File: config.mk
export PLATFORM = sky130hd
export DESIGN_NAME = locked_adder_scheduler_flat
export DESIGN_NICKNAME = d
export VERILOG_FILES = /design/src/rtl/locked_adder_pkg.sv /design/src/rtl/locked_adder_scheduler_if.sv /design/src/rtl/locked_adder_rr_arb.sv /design/src/rtl/xnor_based_carry_lookahead_adder16_xor_enc32.sv /design/src/rtl/locked_adder_scheduler.sv /design/src/flat_wrapper.sv
export SDC_FILE = /design/constraint.sdc
export NUM_CORES = 1
export LEC_CHECK = 0
export ABC_CLOCK_PERIOD_IN_PS = 3270
export BUFFER_PORTS_ARGS = -buffer_cell sky130_fd_sc_hd__buf_2
export CAP_MARGIN = 30
export CORE_MARGIN = 4
export CORE_UTILIZATION = 45
export CTS_CLUSTER_SIZE = 12
export DETAILED_ROUTE_END_ITERATION = 8
export MAX_ROUTING_LAYER = met4
export PLACE_DENSITY = 0.8
export SYNTH_ARGS = -nofsm -noshare
export SYNTH_HDL_FRONTEND = slang
export SYNTH_SLANG_ARGS = --single-unit
File: constraint.sdc
create_clock -name clk_i -period 3.27 [get_ports clk_i]
set_clock_uncertainty 0.05 [all_clocks]
set_input_delay 0.327 -clock clk_i [delete_from_list [all_inputs] [get_ports clk_i]]
set_output_delay 0.327 -clock clk_i [all_outputs]
set_load 0.03 [all_outputs]
File: src/rtl/locked_adder_pkg.sv
// Shared widths, scheduler state encoding and requester-id type for the
// locked-adder scheduler slice.
package locked_adder_pkg;

    localparam int KEY_W  = 32;
    localparam int OPND_W = 16;
    localparam int SUM_W  = 17;

    typedef enum logic [1:0] {
        IDLE,
        SETTLE,
        RESP
    } sched_state_t;

    typedef logic req_id_t;

endpackage

File: src/rtl/locked_adder_scheduler_if.sv
// Key-provisioning, two-requester operand and response handshake bundle.
// The slave side is the scheduler. The master side drives keys and operands.
interface locked_adder_scheduler_if;
    import locked_adder_pkg::*;

    logic              key_wr_i;
    logic [KEY_W-1:0]  key_data_i;
    logic              key_ready_o;
    logic              key_valid_o;

    logic              req0_valid_i;
    logic              req1_valid_i;
    logic [OPND_W-1:0] req0_a_i;
    logic [OPND_W-1:0] req0_b_i;
    logic [OPND_W-1:0] req1_a_i;
    logic [OPND_W-1:0] req1_b_i;
    logic              req0_ready_o;
    logic              req1_ready_o;

    logic              rsp_valid_o;
    logic              rsp_ready_i;
    req_id_t           rsp_id_o;
    logic [SUM_W-1:0]  rsp_sum_o;
    logic              busy_o;

    modport slave (
        input  key_wr_i, key_data_i,
        input  req0_valid_i, req1_valid_i, req0_a_i, req0_b_i, req1_a_i, req1_b_i,
        input  rsp_ready_i,
        output key_ready_o, key_valid_o, req0_ready_o, req1_ready_o,
        output rsp_valid_o, rsp_id_o, rsp_sum_o, busy_o
    );

    modport master (
        output key_wr_i, key_data_i,
        output req0_valid_i, req1_valid_i, req0_a_i, req0_b_i, req1_a_i, req1_b_i,
        output rsp_ready_i,
        input  key_ready_o, key_valid_o, req0_ready_o, req1_ready_o,
        input  rsp_valid_o, rsp_id_o, rsp_sum_o, busy_o
    );

endinterface

File: src/rtl/locked_adder_rr_arb.sv
// Two-way round-robin grant. When both requesters are valid, the grant goes to
// the requester that did not win last time.
module locked_adder_rr_arb
    import locked_adder_pkg::*;
(
    input  logic [1:0] valid,
    input  req_id_t    last_grant,
    input  logic       en,
    output logic [1:0] grant
);

    always_comb begin
        grant = 2'b00;
        if (en) begin
            if (valid == 2'b11) begin
                grant = last_grant ? 2'b01 : 2'b10;
            end else begin
                grant = valid;
            end
        end
    end

endmodule

File: src/rtl/xnor_based_carry_lookahead_adder16_xor_enc32.sv
// 16-bit two-level carry-lookahead adder locked with 32 key gates. The key
// gates sit on the propagate (key[15:0]) and generate (key[31:16]) wires.
module xnor_based_carry_lookahead_adder16_xor_enc32 (
    input  logic [15:0] a,
    input  logic [15:0] b,
    input  logic [31:0] key,
    output logic [16:0] sum
);
    // Where an unlock bit is 1 the gate is an XNOR, otherwise an XOR. Only the
    // unlock key makes every gate transparent.
    localparam logic [31:0] UNLOCK = 32'h094F5C00;

    logic [15:0] p;
    logic [15:0] g;
    logic [3:0]  gg;
    logic [3:0]  gp;
    logic [4:0]  gc;
    logic        c;

    assign p = (a ^ b) ^ key[15:0]  ^ UNLOCK[15:0];
    assign g = (a & b) ^ key[31:16] ^ UNLOCK[31:16];

    always_comb begin
        gg  = '0;
        gp  = '1;
        gc  = '0;
        c   = 1'b0;
        sum = '0;
        for (int j = 0; j < 4; j++) begin
            for (int i = 0; i < 4; i++) begin
                gg[j] = g[4*j+i] | (p[4*j+i] & gg[j]);
                gp[j] = gp[j] & p[4*j+i];
            end
        end
        // The group carries come from the lookahead. Each group then ripples
        // internally from its own carry-in.
        for (int j = 0; j < 4; j++) begin
            gc[j+1] = gg[j] | (gp[j] & gc[j]);
        end
        for (int j = 0; j < 4; j++) begin
            c = gc[j];
            for (int i = 0; i < 4; i++) begin
                sum[4*j+i] = p[4*j+i] ^ c;
                c          = g[4*j+i] | (p[4*j+i] & c);
            end
        end
        sum[16] = gc[4];
    end

endmodule

File: src/rtl/locked_adder_scheduler.sv
// Shares one locked adder between two requesters. It accepts one operation,
// holds it on the adder for SETTLE_CYCLES edges, then returns the result.
module locked_adder_scheduler
    import locked_adder_pkg::*;
#(
    parameter int SETTLE_CYCLES = 2
) (
    input  logic                     clk_i,
    input  logic                     rst_i,
    locked_adder_scheduler_if.slave  bus
);

    // SETTLE_CYCLES must be 1 or more. The counter stays at least 1 bit wide.
    localparam int               CNT_W    = (SETTLE_CYCLES > 1) ? $clog2(SETTLE_CYCLES) : 1;
    localparam logic [CNT_W-1:0] CNT_LOAD = CNT_W'(SETTLE_CYCLES - 1);

    sched_state_t      state_q;
    sched_state_t      state_d;
    logic [KEY_W-1:0]  key_q;
    logic              key_valid_q;
    req_id_t           last_grant_q;
    req_id_t           id_q;
    logic [OPND_W-1:0] a_q;
    logic [OPND_W-1:0] b_q;
    logic [CNT_W-1:0]  cnt_q;
    logic              rsp_valid_q;
    logic [SUM_W-1:0]  rsp_sum_q;
    logic [SUM_W-1:0]  adder_sum;

    logic              idle_open;
    logic              key_load;
    logic              arb_en;
    logic              accept;
    logic [1:0]        grant;

    // The handshake readies are gated by reset, so they read 0 while reset is applied.
    assign idle_open = (state_q == IDLE) && !rst_i;
    assign key_load  = idle_open && bus.key_wr_i;
    assign arb_en    = idle_open && key_valid_q && !bus.key_wr_i;
    assign accept    = |grant;

    locked_adder_rr_arb u_arb (
        .valid      ({bus.req1_valid_i, bus.req0_valid_i}),
        .last_grant (last_grant_q),
        .en         (arb_en),
        .grant      (grant)
    );

    xnor_based_carry_lookahead_adder16_xor_enc32 u_adder (
        .a   (a_q),
        .b   (b_q),
        .key (key_q),
        .sum (adder_sum)
    );

    always_ff @(posedge clk_i) begin
        if (rst_i) begin
            state_q <= IDLE;
        end else begin
            state_q <= state_d;
        end
    end

    always_comb begin
        state_d = state_q;
        case (state_q)
            IDLE:    if (accept)            state_d = SETTLE;
            SETTLE:  if (cnt_q == '0)       state_d = RESP;
            RESP:    if (bus.rsp_ready_i)   state_d = IDLE;
            default:                        state_d = IDLE;
        endcase
    end

    // The adder inputs (key_q, a_q, b_q) change only on IDLE edges, so they
    // stay constant for the whole settle window.
    always_ff @(posedge clk_i) begin
        if (rst_i) begin
            key_q        <= '0;
            key_valid_q  <= 1'b0;
            last_grant_q <= 1'b1;
            id_q         <= 1'b0;
            a_q          <= '0;
            b_q          <= '0;
            cnt_q        <= '0;
            rsp_valid_q  <= 1'b0;
            rsp_sum_q    <= '0;
        end else begin
            if (key_load) begin
                key_q       <= bus.key_data_i;
                key_valid_q <= 1'b1;
            end
            if (accept) begin
                a_q          <= grant[1] ? bus.req1_a_i : bus.req0_a_i;
                b_q          <= grant[1] ? bus.req1_b_i : bus.req0_b_i;
                id_q         <= grant[1];
                last_grant_q <= grant[1];
                cnt_q        <= CNT_LOAD;
            end
            if (state_q == SETTLE) begin
                if (cnt_q != '0) begin
                    cnt_q <= cnt_q - CNT_W'(1);
                end else begin
                    rsp_sum_q   <= adder_sum;
                    rsp_valid_q <= 1'b1;
                end
            end
            if ((state_q == RESP) && bus.rsp_ready_i) begin
                rsp_valid_q <= 1'b0;
            end
        end
    end

    assign bus.key_ready_o  = idle_open;
    assign bus.key_valid_o  = key_valid_q;
    assign bus.req0_ready_o = grant[0];
    assign bus.req1_ready_o = grant[1];
    assign bus.rsp_valid_o  = rsp_valid_q;
    assign bus.rsp_id_o     = id_q;
    assign bus.rsp_sum_o    = rsp_sum_q;
    assign bus.busy_o       = (state_q != IDLE);

endmodule

File: src/flat_wrapper.sv
// flat-port wrapper written by rule: the top's interface ports become plain ports
module locked_adder_scheduler_flat import locked_adder_pkg::*;
#(
    parameter int SETTLE_CYCLES = 2
)
  (clk_i, rst_i, bus_key_wr_i, bus_key_data_i, bus_req0_valid_i, bus_req1_valid_i, bus_req0_a_i, bus_req0_b_i, bus_req1_a_i, bus_req1_b_i, bus_rsp_ready_i, bus_key_ready_o, bus_key_valid_o, bus_req0_ready_o, bus_req1_ready_o, bus_rsp_valid_o, bus_rsp_id_o, bus_rsp_sum_o, bus_busy_o);
  locked_adder_scheduler_if bus_i ();
  input  logic clk_i;
  input  logic rst_i;
  input wire logic [$bits(bus_i.key_wr_i)-1:0] bus_key_wr_i;
  input wire logic [$bits(bus_i.key_data_i)-1:0] bus_key_data_i;
  input wire logic [$bits(bus_i.req0_valid_i)-1:0] bus_req0_valid_i;
  input wire logic [$bits(bus_i.req1_valid_i)-1:0] bus_req1_valid_i;
  input wire logic [$bits(bus_i.req0_a_i)-1:0] bus_req0_a_i;
  input wire logic [$bits(bus_i.req0_b_i)-1:0] bus_req0_b_i;
  input wire logic [$bits(bus_i.req1_a_i)-1:0] bus_req1_a_i;
  input wire logic [$bits(bus_i.req1_b_i)-1:0] bus_req1_b_i;
  input wire logic [$bits(bus_i.rsp_ready_i)-1:0] bus_rsp_ready_i;
  output wire logic [$bits(bus_i.key_ready_o)-1:0] bus_key_ready_o;
  output wire logic [$bits(bus_i.key_valid_o)-1:0] bus_key_valid_o;
  output wire logic [$bits(bus_i.req0_ready_o)-1:0] bus_req0_ready_o;
  output wire logic [$bits(bus_i.req1_ready_o)-1:0] bus_req1_ready_o;
  output wire logic [$bits(bus_i.rsp_valid_o)-1:0] bus_rsp_valid_o;
  output wire logic [$bits(bus_i.rsp_id_o)-1:0] bus_rsp_id_o;
  output wire logic [$bits(bus_i.rsp_sum_o)-1:0] bus_rsp_sum_o;
  output wire logic [$bits(bus_i.busy_o)-1:0] bus_busy_o;
  assign bus_i.key_wr_i = bus_key_wr_i;
  assign bus_i.key_data_i = bus_key_data_i;
  assign bus_i.req0_valid_i = bus_req0_valid_i;
  assign bus_i.req1_valid_i = bus_req1_valid_i;
  assign bus_i.req0_a_i = bus_req0_a_i;
  assign bus_i.req0_b_i = bus_req0_b_i;
  assign bus_i.req1_a_i = bus_req1_a_i;
  assign bus_i.req1_b_i = bus_req1_b_i;
  assign bus_i.rsp_ready_i = bus_rsp_ready_i;
  assign bus_key_ready_o = bus_i.key_ready_o;
  assign bus_key_valid_o = bus_i.key_valid_o;
  assign bus_req0_ready_o = bus_i.req0_ready_o;
  assign bus_req1_ready_o = bus_i.req1_ready_o;
  assign bus_rsp_valid_o = bus_i.rsp_valid_o;
  assign bus_rsp_id_o = bus_i.rsp_id_o;
  assign bus_rsp_sum_o = bus_i.rsp_sum_o;
  assign bus_busy_o = bus_i.busy_o;
  locked_adder_scheduler #(.SETTLE_CYCLES(SETTLE_CYCLES)) u_core (.clk_i(clk_i), .rst_i(rst_i), .bus(bus_i));
endmodule
Word level (Yosys, flattened, before mapping):

Cells that the tools add are included.

* word-level logic and storage cells: 121
* register bits after elaboration: 88
* input port bits: 102
* output and inout bits: 24

* add/subtract/negate cells: 1
* bitwise operators: 79
* equal/unequal tests: 6
* reductions and logical operators: 13
* mux-type cells: 12

Operators with widths (count)
* 16-bit XOR: 3
* 1-bit AND: 33
* 16-bit two-way mux: 2
* 1-bit bitwise OR: 24
* 16-bit AND: 1
* 1-bit XOR: 15
* 2-bit two-way mux: 6
* 7-bit inverter: 1
* 2-bit case mux with 3 select lines: 1
* 1-bit logical AND: 5
* 2-bit == test (second input constant): 2
* 2-bit inequality test (second input constant): 2
* 4-bit inverter: 1
* 2-bit OR reduction: 2
* 1-bit two-way mux: 3
* 3-bit AND reduction: 1
* 2-bit by 1-bit == test with 1-bit output (second input constant): 1
* 1-bit zero test: 2
* 2-bit zero test: 1
* 2-bit by 1-bit inequality test with 1-bit output (second input constant): 1
* 2-bit AND reduction: 1
* 2-bit nonzero test: 1
* 1-bit inverter: 1
* 1-bit subtractor (second input constant): 1

Longest topological paths before layout:

* depth in word-level cells: 20
* depth in mapped cells: 19

Hierarchy:

A second synthesis with hierarchy kept.

* cell total of the unflattened synthesis: 490
* area, all modules: 4993.5 um^2

By module, submodules not included
* locked_adder_scheduler: area an instance 4092.7 um^2, times used 1, cells an instance 387
* xnor_based_carry_lookahead_adder16_xor_enc32: area an instance 879.6 um^2, times used 1, cells an instance 98
* locked_adder_rr_arb: area an instance 21.3 um^2, times used 1, cells an instance 5

Worst setup path after synthesis:

OpenSTA, ideal clock, no wires.

* kind: flip-flop to flip-flop
* start point: register u_core.b_q[1]
* end point: register u_core.rsp_sum_q[11], in the netlist u_core.bus.rsp_sum_o[11]
* arrival: 3439 ps
* stages on the path, launching flop included: 20
* clock period less this slack: 3621 ps
* setup time: 132 ps
* slack: -351 ps
* path through: dfxtp_1 -> ha_1 -> xor2_1 -> ha_1 -> nand2b_1 -> ha_1 -> nand2b_1 -> ha_1 -> nor2_1 -> o21ai_0 -> nor2_1 -> inv_1 -> ha_1 -> or2_2 -> ha_1 -> or2_2 -> ha_1 -> or3_1 -> nand3_1 -> a21oi_1

* longest elaborated chain between the ends: 17
* elaborated cells on any way between the ends: 20
* classes of those cells: bitwise: 20

Ends and longest elaborated chain
* from (decl): line locked_adder_scheduler.sv:24 `logic [OPND_W-1:0] b_q;`
* from (signal assigned): line locked_adder_scheduler.sv:94 `b_q <= grant[1] ? bus.req1_b_i : bus.req0_b_i;`
* 16-bit XOR or 16-bit AND (tied branches): line xnor_based_carry_lookahead_adder16_xor_enc32.sv:20, xnor_based_carry_lookahead_adder16_xor_enc32.sv:21
* 16-bit XOR (on tied branches): line xnor_based_carry_lookahead_adder16_xor_enc32.sv:20, xnor_based_carry_lookahead_adder16_xor_enc32.sv:21
* 1-bit AND or 7-bit inverter (tied branches)
* 1-bit bitwise OR *: line xnor_based_carry_lookahead_adder16_xor_enc32.sv:31 `gg[j] = g[4*j+i] | (p[4*j+i] & gg[j]);`
* 1-bit AND *: line xnor_based_carry_lookahead_adder16_xor_enc32.sv:31
* 1-bit bitwise OR *: line xnor_based_carry_lookahead_adder16_xor_enc32.sv:31
* 1-bit AND *
* 1-bit bitwise OR *
* 1-bit AND *: line xnor_based_carry_lookahead_adder16_xor_enc32.sv:38 `gc[j+1] = gg[j] | (gp[j] & gc[j]);`
* 1-bit bitwise OR *: line xnor_based_carry_lookahead_adder16_xor_enc32.sv:38
* 1-bit AND *: line xnor_based_carry_lookahead_adder16_xor_enc32.sv:44 `c = g[4*j+i] | (p[4*j+i] & c);`
* 1-bit bitwise OR *: line xnor_based_carry_lookahead_adder16_xor_enc32.sv:44
* 1-bit AND *: line xnor_based_carry_lookahead_adder16_xor_enc32.sv:44
* 1-bit bitwise OR *: line xnor_based_carry_lookahead_adder16_xor_enc32.sv:44
* 1-bit AND *: line xnor_based_carry_lookahead_adder16_xor_enc32.sv:44
* 1-bit bitwise OR *: line xnor_based_carry_lookahead_adder16_xor_enc32.sv:44
* 1-bit XOR *: line xnor_based_carry_lookahead_adder16_xor_enc32.sv:43 `sum[4*j+i] = p[4*j+i] ^ c;`
* to (signal assigned): line locked_adder_scheduler.sv:103 `rsp_sum_q <= adder_sum;`
* to (decl): line locked_adder_scheduler.sv:27 `logic [SUM_W-1:0] rsp_sum_q;`

Every way passes the cells marked *; elsewhere a longest branch is shown, timed or not.
A chain may end at the register's enable or synchronous reset.

Worst setup path in the final report:

* start point: register u_core.a_q[1]
* end point: register u_core.rsp_sum_q[11], in the netlist u_core.bus.rsp_sum_o[11]

* longest elaborated chain between the ends: 17
* elaborated cells on any way between the ends: 20
* classes of those cells: bitwise: 20

Ends and longest elaborated chain
* from (decl): line locked_adder_scheduler.sv:23 `logic [OPND_W-1:0] a_q;`
* from (signal assigned): line locked_adder_scheduler.sv:93 `a_q <= grant[1] ? bus.req1_a_i : bus.req0_a_i;`
* 16-bit XOR or 16-bit AND (tied branches): line xnor_based_carry_lookahead_adder16_xor_enc32.sv:20, xnor_based_carry_lookahead_adder16_xor_enc32.sv:21
* 16-bit XOR (on tied branches): line xnor_based_carry_lookahead_adder16_xor_enc32.sv:20, xnor_based_carry_lookahead_adder16_xor_enc32.sv:21
* 1-bit AND or 7-bit inverter (tied branches)
* 1-bit bitwise OR *: line xnor_based_carry_lookahead_adder16_xor_enc32.sv:31
* 1-bit AND *: line xnor_based_carry_lookahead_adder16_xor_enc32.sv:31
* 1-bit bitwise OR *: line xnor_based_carry_lookahead_adder16_xor_enc32.sv:31
* 1-bit AND *
* 1-bit bitwise OR *
* 1-bit AND *: line xnor_based_carry_lookahead_adder16_xor_enc32.sv:38
* 1-bit bitwise OR *: line xnor_based_carry_lookahead_adder16_xor_enc32.sv:38
* 1-bit AND *: line xnor_based_carry_lookahead_adder16_xor_enc32.sv:44
* 1-bit bitwise OR *: line xnor_based_carry_lookahead_adder16_xor_enc32.sv:44
* 1-bit AND *: line xnor_based_carry_lookahead_adder16_xor_enc32.sv:44
* 1-bit bitwise OR *: line xnor_based_carry_lookahead_adder16_xor_enc32.sv:44
* 1-bit AND *: line xnor_based_carry_lookahead_adder16_xor_enc32.sv:44
* 1-bit bitwise OR *: line xnor_based_carry_lookahead_adder16_xor_enc32.sv:44
* 1-bit XOR *: line xnor_based_carry_lookahead_adder16_xor_enc32.sv:43

Marked as above.

==> results.yml <==
run_status:
  outcome: "complete, but fails checks"
  violations: "negative setup slack"
worst_setup_path:
  r2r_setup_slack_ns: -0.20
  cp_slowest_cell: "dfxtp_2"
  critPathCaptureType: "flop"
  max_stage_delay_ns: 0.35
  worstPathRequired_ns: 3.46
  startpoint_type: "flop"
  crit_chain: "ha_4 > xor2_1 > ha_2 > nand2b_4 > ha_4 > nand2b_4 > ha_4 > nor2_4 > o21ai_2 > nor2_2 > inv_1 > ha_2 > or2_4 > ha_4 > or2_4 > ha_4 > or3_1 > nand3_1 > a21oi_1"
  crit_path_frequent_cell: "ha_4"
  crit_fanout: 3
  cp.arrival_ns: 3.67
  criticalPathCategory: "reg -> reg"
detailed_routing:
  wl_per_cell_um: 14.9
  drtAntennaViolNets: 0
  via_per_inst: 5.17
  drtIter0Drc: 158
  dr.pass1.iters: 5
  drc_errors: 0
  finalWirelength_mm: 11.0
  vias: 3808
synth:
  ys_ff_latch: 88
  synth.avg_cell_area_um2: 8.89
  synth_nets: 617
  yosysSeqAreaShare_pct: 40.7
  ys_warn_count: 0
  yosysUniqueCellTypes: 41
  synthesis.area_mm2: 0.00433
  synthCells: 487
cts:
  path_clk_slew_ns: 0.09
  ctsHtreeMaxLevel: 3
  tritoncts: "yes"
  clock_latency_ns: 0.36
  cts-root-buf: "clkbuf_8"
  cts_setup_buffers: 0
  cts_max_path_buffers: 2
  holdBufCountCts: 0
  numCtsBuffers: 9
  cts_sinks: 88
sta:
  whs_ns: 0.112
  fmaxAchievable_ghz: 0.288
  hold_violations: 0
  fin_crit_sh_pct: 106
  setup_violations: 3
  fin_ws_ns: -0.205
  grt_setup_unrepaired: "yes"
  slew_headroom_pct: 35.8
  worst_pin_slew_ns: 0.962
  period_needed_ns: 3.47
  drv_slew: 0
final_layout:
  layout-drive-gt1-share_pct: 33.4
  nNetsFinal: 733
  multiInputGateArea_mm2: 0.00255
  fillCellCount: 837
  antenna_cells: 0
  syn_to_final_growth_pct: 24.9
  seqCellArea_mm2: 0.00176
power:
  power_density_mw_per_mm2: 438
  vdd_drop_max_mv: 0.222
  leakage_nw: 2.35
global_routing:
  grtUsageMet1_pct: 26.2
  antenna_found_initial: 0
  grt_max_degree: 40
  use_met3_pct: 4.80
  grt_use_total_pct: 20.8
  grt_first_pass_wirelength_mm: 18.4
  busiest_layer: "met2"
  overflow: 0
  met2_usage_pct: 34.0
  grt_pass1_vias: 3890
floorplanning:
  num_rows: 35
  die_area_mm2: 0.0113
  ioPinCount: 126
  fp.dieH_um: 106
  die_x_um: 106
  start_util_pct: 46.6
  core_area_mm2: 0.00928
place:
  place_congestion: 0.793
  post-dp-hpwl_mm: 8.41
  pre_cts_slack_ns: -0.252
  io_buffers: 125
worst_hold_path:
  hold_class: "in -> reg"
job:
  cap_violations: 0
critical path: cells and delay by family, from the launching register on:
family | cells | cell delay (ns)
buffers and inverters | 1 | 0.06
AOI/OAI and AO/OA | 2 | 0.13
DFF | 1 | 0.35
xor gates and xnor gates | 1 | 0.16
and+or+nand+nor | 8 | 1.42
adders and majority gates | 7 | 1.18
cells in the mapped netlist, drive strengths merged:
cell | instances | area (um2)
nand2 | 93 | 349
dfxtp | 88 | 1760
nor2 | 45 | 176
o21ai | 42 | 210
ha | 28 | 350
a211oi | 22 | 250
clkbuf | 22 | 83.8
xor2 | 21 | 184
a21oi | 19 | 95.1
mux2i | 18 | 180
a22oi | 15 | 113
a2bb2oi | 14 | 123
xnor2 | 12 | 105
buf | 9 | 95.1
or2 | 8 | 52.6
inv | 6 | 22.5
nand2b | 4 | 25.0
or3 | 4 | 25.0
a21boi | 2 | 15.0
nand3 | 2 | 10.0
nand4 | 2 | 12.5
a311oi | 1 | 8.76
and2 | 1 | 6.26
clkinv | 1 | 3.75
nand3b | 1 | 7.51
nand4b | 1 | 8.76
nor2b | 1 | 13.8
nor3b | 1 | 7.51
o211a | 1 | 10.0
o211ai | 1 | 7.51
o21bai | 1 | 7.51
or3b | 1 | 8.76
cell type report:
type / count / area share (%)
repair buffers: 136 / 13.1
flip-flops and latches: 88 / 32.6
inverters: 7 / 0.486
clock buffers: 9 / 2.29
clock inverters: 7 / 1.34
multi-input cells: 361 / 47.2
well taps: 129 / 2.98
worst paths after layout:
kind                                          startpoint                  endpoint  cells past startpoint
worst max-delay path                       u_core.a_q[1]  u_core.bus.rsp_sum_o[11]                     19
worst min-delay path                  bus_key_data_i[25]          u_core.key_q[25]                      3
worst max register to register             u_core.a_q[1]  u_core.bus.rsp_sum_o[11]                     19
worst min register to register  u_core.bus.rsp_sum_o[12]  u_core.bus.rsp_sum_o[12]                      2
cells in the final DEF, fill, tap and decap left out, types with 4 or more instances in the layout:
cell | Yosys | layout
o21ai_0 | 42 | 41
a22oi_1 | 15 | 15
xnor2_1 | 12 | 12
inv_1 | 6 | 6
ha_4 | 0 | 9
or2_4 | 1 | 7
clkbuf_8 | 0 | 9
or3_1 | 4 | 4
ha_1 | 28 | 16
dfxtp_1 | 88 | 86
a2bb2oi_1 | 14 | 14
buf_4 | 1 | 11
a211oi_1 | 5 | 4
buf_2 | 2 | 125
nor2_1 | 44 | 41
a21oi_1 | 19 | 19
mux2i_1 | 18 | 18
a211oi_2 | 17 | 18
xor2_1 | 21 | 20
nand2_1 | 93 | 93
flip-flops by register name (all words and copies together) (netlist names):
signal and cells:
u_core.key_q 32, u_core.bus.rsp_sum_o 17, u_core.a_q 16, u_core.b_q 16, u_core.state_q 2, u_core.bus.key_valid_o 1
u_core.bus.rsp_id_o 1, u_core.bus.rsp_valid_o 1, u_core.cnt_q 1, u_core.last_grant_q 1
cell families (layout without fill, tap and decap cells):
logic type,count (synthesis),after routing,synth area share (%)
buf+inv,38,159,4.74
mux,18,18,4.16
fa+ha+maj,28,28,8.09
xor+xnor,33,33,6.68
flops,88,88,40.7
simple gates,164,164,16.2
compound gates,118,118,19.4
timing repair:
action | CTS | global route
resized for setup | 10 | 3
pin swaps | 9 | 7
setup endpoints to repair | 5 | 5
hold endpoints to repair | 0 | 0
where the power goes:
group | switching [W] | internal (W)
Clock | 0.000394 | 0.000353
Combinational | 0.000244 | 0.000215
Sequential | 0.0000371 | 0.00113
Total | 0.000675 | 0.00169
stage by stage:
| stage | total power (W) | cells | TNS [ns] | util [%] | area [um2] |
|---|---|---|---|---|---|
| 6_report | 0.00237 | 737 | -0.355 | 58.3 | 5410 |
| 5_1_grt | 0.00250 | 737 | -1.03 | 58.3 | 5410 |
| 4_1_cts | 0.00238 | 737 | -0.415 | 58.1 | 5390 |
| 3_5_place_dp | 0.00162 | 721 | -0.802 | 55.5 | 5150 |
| 3_3_place_gp | 0.00160 | 721 | -0.374 | 55.5 | 5150 |
| 2_1_floorplan | 0.00148 | 487 | -0.00162 | - | 4450 |
routing by layer:
layer,share of wire (%),vias to the layer above,routed length [um]
met1,45,1775,4920
met2,48,116,5230
met3,6.2,15,679
met4,1.1,0,125
li1,-,1902,-
met5,0,-,0
Note: power is estimated with default switching activity, not from simulation.
